==> src/rtl/arb_pkg.sv <==
// Shared arbiter definitions: FSM state encoding, weight clamp and
// lowest-set-bit-to-index helper.
package arb_pkg;

  typedef enum logic {
    ARB_IDLE,
    ARB_GRANT
  } arb_state_e;

  // A programmed weight of zero behaves as a weight of one.
  function automatic int unsigned clamp_weight(input int unsigned w);
    return (w == 0) ? 1 : w;
  endfunction

  function automatic int unsigned lsb_index(input logic [31:0] vec);
    int unsigned idx;
    idx = 0;
    for (int unsigned i = 32; i > 0; i--) begin
      if (vec[i-1]) idx = i - 1;
    end
    return idx;
  endfunction

endpackage

==> src/rtl/fixed_prio_arb.sv <==
// Combinational fixed-priority arbiter: lowest-index request wins, one-hot out.
module fixed_prio_arb #(
  parameter int NUM_PORTS = 4
) (
  input  logic [NUM_PORTS-1:0] req,
  output logic [NUM_PORTS-1:0] gnt
);

  // Two's-complement trick isolates the lowest set bit.
  assign gnt = req & (~req + NUM_PORTS'(1));

endmodule

==> src/rtl/wrr_arbiter.sv <==
// Weighted round-robin arbiter with registered grants held for up to the
// grantee's weight in acknowledged transfers, with back-to-back hand-off.
module wrr_arbiter
  import arb_pkg::*;
#(
  parameter  int NUM_PORTS = 4,
  parameter  int WEIGHT_W  = 4,
  localparam int IDX_W     = $clog2(NUM_PORTS)
) (
  input  logic                          clk,
  input  logic                          reset,
  input  logic [NUM_PORTS-1:0]          req_i,
  input  logic [NUM_PORTS*WEIGHT_W-1:0] weight_i,
  input  logic                          ack_i,
  output logic [NUM_PORTS-1:0]          gnt_o,
  output logic [IDX_W-1:0]              gnt_idx_o,
  output logic                          gnt_vld_o
);

  arb_state_e           state;
  logic [IDX_W-1:0]     cur_idx;
  logic [IDX_W-1:0]     last_idx;
  logic [WEIGHT_W-1:0]  credit;

  logic [IDX_W-1:0]     ptr;
  logic [NUM_PORTS-1:0] mask;
  logic [NUM_PORTS-1:0] masked_req;
  logic [NUM_PORTS-1:0] masked_gnt;
  logic [NUM_PORTS-1:0] raw_gnt;
  logic [NUM_PORTS-1:0] win_oh;
  logic                 win_vld;
  logic [IDX_W-1:0]     win_idx;
  logic [WEIGHT_W-1:0]  win_weight;
  logic [WEIGHT_W-1:0]  load_credit;
  logic                 release_gnt;

  // Arbitration is only consumed in IDLE or on release; on release the
  // pointer has just become cur_idx, so use it directly in GRANT.
  assign ptr = (state == ARB_GRANT) ? cur_idx : last_idx;

  always_comb begin
    mask = '0;
    for (int unsigned p = 0; p < NUM_PORTS; p++) begin
      mask[p] = (p > 32'(ptr));
    end
  end

  assign masked_req = req_i & mask;

  fixed_prio_arb #(.NUM_PORTS(NUM_PORTS)) u_masked_arb (
    .req (masked_req),
    .gnt (masked_gnt)
  );

  fixed_prio_arb #(.NUM_PORTS(NUM_PORTS)) u_raw_arb (
    .req (req_i),
    .gnt (raw_gnt)
  );

  assign win_oh  = (|masked_req) ? masked_gnt : raw_gnt;
  assign win_vld = |req_i;
  assign win_idx = IDX_W'(lsb_index(32'(win_oh)));

  always_comb begin
    int unsigned base;
    base        = 32'(win_idx) * WEIGHT_W;
    win_weight  = weight_i[base +: WEIGHT_W];
    load_credit = WEIGHT_W'(clamp_weight(32'(win_weight)));
  end

  assign release_gnt = !req_i[cur_idx] || (ack_i && credit == WEIGHT_W'(1));

  always_ff @(posedge clk or posedge reset) begin
    if (reset) begin
      state     <= ARB_IDLE;
      cur_idx   <= '0;
      last_idx  <= IDX_W'(NUM_PORTS - 1);
      credit    <= '0;
      gnt_o     <= '0;
      gnt_vld_o <= 1'b0;
    end else begin
      case (state)
        ARB_IDLE: begin
          if (win_vld) begin
            state     <= ARB_GRANT;
            cur_idx   <= win_idx;
            credit    <= load_credit;
            gnt_o     <= win_oh;
            gnt_vld_o <= 1'b1;
          end
        end
        ARB_GRANT: begin
          if (release_gnt) begin
            last_idx <= cur_idx;
            if (win_vld) begin
              cur_idx   <= win_idx;
              credit    <= load_credit;
              gnt_o     <= win_oh;
              gnt_vld_o <= 1'b1;
            end else begin
              state     <= ARB_IDLE;
              credit    <= '0;
              gnt_o     <= '0;
              gnt_vld_o <= 1'b0;
            end
          end else if (ack_i) begin
            credit <= credit - WEIGHT_W'(1);
          end
        end
        default: state <= ARB_IDLE;
      endcase
    end
  end

  assign gnt_idx_o = cur_idx;

endmodule

==> config.mk <==
export PLATFORM = sky130hd
export DESIGN_NAME = wrr_arbiter
export DESIGN_NICKNAME = d
export VERILOG_FILES = /design/src/rtl/arb_pkg.sv /design/src/rtl/fixed_prio_arb.sv /design/src/rtl/wrr_arbiter.sv
export SDC_FILE = /design/constraint.sdc
export NUM_CORES = 1
export LEC_CHECK = 0
export CORE_UTILIZATION = 40
export DETAILED_ROUTE_END_ITERATION = 8
export PLACE_DENSITY = 0.68
export REMOVE_ABC_BUFFERS = 1
export SYNTH_ARGS = -nofsm -noshare
export SYNTH_HDL_FRONTEND = slang
export SYNTH_HIERARCHICAL = 1
export SYNTH_SLANG_ARGS = --single-unit
==> constraint.sdc <==
create_clock -name clk -period 8.2 [get_ports clk]
set_input_delay 2.46 -clock clk [delete_from_list [all_inputs] [get_ports clk]]
set_output_delay 2.46 -clock clk [all_outputs]
set_load 0.02 [all_outputs]
==> run summary <==
fillers -> 266
Max Freq -> 191 MHz
cell internal pwr -> 0.201 mW
Post-DRT Antenna Nets -> 0
status -> finished, violations left
commonest cells in the netlist -> 17 x nand2_1, 12 x dfrtp_1, 12 x o21ai_0
Place WS -> 2.73 ns
Die Y -> 56.8 um
Arr. time, crit path -> 5.44 ns
Die Wd -> 56.8 um
drc violations -> 6
GRT overflow -> 0
post-DR vias/cell -> 5.86
switching part of the total -> 38.1%
biggest cell delay along the critical path -> 0.60 ns
cts hold-fix bufs -> 0
Cells after Synth -> 124
RePlAce Congestion -> 0.756
Tcrit/Tclk final -> 63.9%
Post-CTS Setup Repair Bufs -> 0
slowest CP cell -> nor3b_1
sequential power share -> 36.0%
clock root cell -> clkbuf_4
WS Path Type -> input port to flop
grt met2 use -> 33.3%
Synth async-reset ratio -> 100%
die footprint -> 0.00322 mm^2
slew margin rel. -> 51.9%
Crit Path Max Fanout -> 5
Starting DRT DRC Count -> 40
dominant register cell in the synthesized netlist -> dfrtp_1
Worst-Skew Late Latency -> 0.28 ns
Seq/Total Area, Yosys -> 29.4%
fin. max-slew vios -> 0
Worst Skew -> 0.00669 ns
TritonCTS buffer count -> 3
Avg Cell Area, Syn -> 9.68 um^2
Site Rows -> 19
met1 Track Usage GR -> 23.9%
largest area contributor in the netlist -> dfrtp_1
RSZ-0062 raised after global routing -> false
post-route insts no fill -> 186
area share of the largest cell type after synthesis -> 25.0%
flops & latches, synth -> 14
Ports -> 30
Total Routing Usage GR -> 19.1%
Clock Power Share -> 15.4%
DR vias -> 1090
antenna violations before repair -> 0
layout cells sized above 1 -> 15.5%
cts repair resizes -> 0
grt met3 use -> 1.61%
path depth of the worst reg2reg path -> 9
Net count, final -> 181
startpoint types -> input port
failing checks -> DRC
mapped cell area -> 0.00120 mm^2
Cell Count Post-Placement -> 182
diode count -> 0
post-synth cell types -> 41
area delta synth->final -> 27.8%
global-route wire length before repair -> 4.77 mm
Crit path required time -> 8.40 ns
class of the worst hold path -> flop to flop
Psw -> 0.124 mW
Pre-Repair DR Iteration Count -> 9
port bufs -> 29
Post-synth EDFFs -> 0
Critical Path, Cell by Cell -> clkdlybuf4s50_1 -> and2_4 -> nor3b_1 -> nor2b_1 -> o21bai_1 -> mux4_2 -> mux2i_1 -> nand2_1 -> o31ai_2
power share of the combinational group -> 48.6%
# Max-Cap Violations -> 0
Worst-Margin Slew -> 0.720 ns
maximum VDD drop -> 0.0000658 V
CTS tree -> built
drt wl/cell -> 15.7 um
clk buf depth -> 2
final worst path period need -> 5.24 ns
final hold violations -> 0
core area -> 0.00281 mm^2
CP Capture Type -> flop
GRT busiest layer -> met2
cell count of the worst hold path -> 2
Final HPWL DP -> 2.31 mm
warning count from the yosys run -> 6
largest net degree at the start of global routing -> 15
drt total wl -> 2.91 mm
top post-synthesis cells by area -> dfrtp_1 25%, mux4_2 13%, mux2i_1 7.5%
most numerous cell in the Yosys netlist -> nand2_1
H-tree depth -> 1
final setup TNS -> 0 ns
Lkg Pwr -> 0.647 nW
Pwr Density -> 212 mW/mm^2
clk slew on worst S/H paths -> 0.09 ns
final worst setup slack -> 2.96 ns
Sink Count -> 14
Initial Utilization -> 42.8%
final setup violating endpoints -> 0
vias in the first global route -> 1050
-- cell type report --
class	instances	area (um^2)	area share [%]
clock buffers	4	36.3	2.37
multi-input cells	103	797	52.0
flip-flops and latches	14	353	23.0
inverters	5	18.8	1.22
repair buffers	29	290	18.9
well taps	31	38.8	2.53
-- power groups by stage --
stage / sequential [mW] / clock, mW / combinational, mW
after CTS: 0.117 / 0.0508 / 0.158
final: 0.117 / 0.0501 / 0.158
after global routing: 0.121 / 0.0530 / 0.174
after floorplan: 0.125 / 0 / 0.0942
after detailed placement: 0.119 / 0 / 0.157
after global placement: 0.117 / 0 / 0.154
-- flip-flops by register name, summed over array words and instances (netlist names) --
name       flops
credit         4
gnt_idx_o      2
gnt_o          4
gnt_vld_o      1
last_idx       2
state          1
-- kinds of logic after synthesis --
kind of cell	synth area share, %
adders and majority gates	2.09
muxes	23.5
buffers and inverters	5.11
DFF	29.4
and+or+nand+nor	21.1
AOI/OAI and AO/OA	18.6
other	0.313
-- stage by stage --
step	utilization, %	instance area (um^2)	power (mW)	hold WS (ns)
after global placement	53.4	1500	0.271	0.467
final	54.7	1530	0.325	0.486
after CTS	54.7	1530	0.327	0.488
after global routing	54.7	1530	0.347	0.510
after floorplan	-	1170	0.219	0.495
after detailed placement	53.4	1500	0.276	0.468
-- path summary, 6_finish.rpt --
check / start / endpoint / slack [ns]
worst max-delay path: req_i[2] / credit[0]$_DFFE_PP0P_ / 2.96
worst min-delay path: gnt_vld_o$_DFFE_PP0P_ / gnt_vld_o$_DFFE_PP0P_ / 0.49
worst max register to register: state$_DFF_PP0_ / credit[0]$_DFFE_PP0P_ / 4.91
worst min register to register: gnt_vld_o$_DFFE_PP0P_ / gnt_vld_o$_DFFE_PP0P_ / 0.49
max in group asynchronous: reset / last_idx[1]$_DFFE_PP1P_ / 5.32
min in group asynchronous: reset / credit[1]$_DFFE_PP0P_ / 2.51
-- layout by cell type, fill, tap and decap left out, types with 4 or more instances in the layout --
master / instances
clkdlybuf4s50_1: 29
nand2_1: 17
o21ai_0: 12
dfrtp_1: 12
mux2i_1: 9
mux4_2: 7
nor3_1: 5
nor2_1: 5
inv_1: 5
nor2b_1: 4
conb_1: 4
-- worst max-delay path: cells and delay by family --
kind	cells	cell delay, ns
buf+inv	1	0.55
compound gates	2	0.61
simple gates	4	1.03
mux	2	0.79
-- per-layer routing --
layer | part of all wire, % | up-vias
met5 | 0 | -
met4 | 1.5 | 0
met3 | 3.2 | 4
met2 | 51 | 30
met1 | 44 | 531
li1 | - | 525
Power figures use the tool's default switching activity.
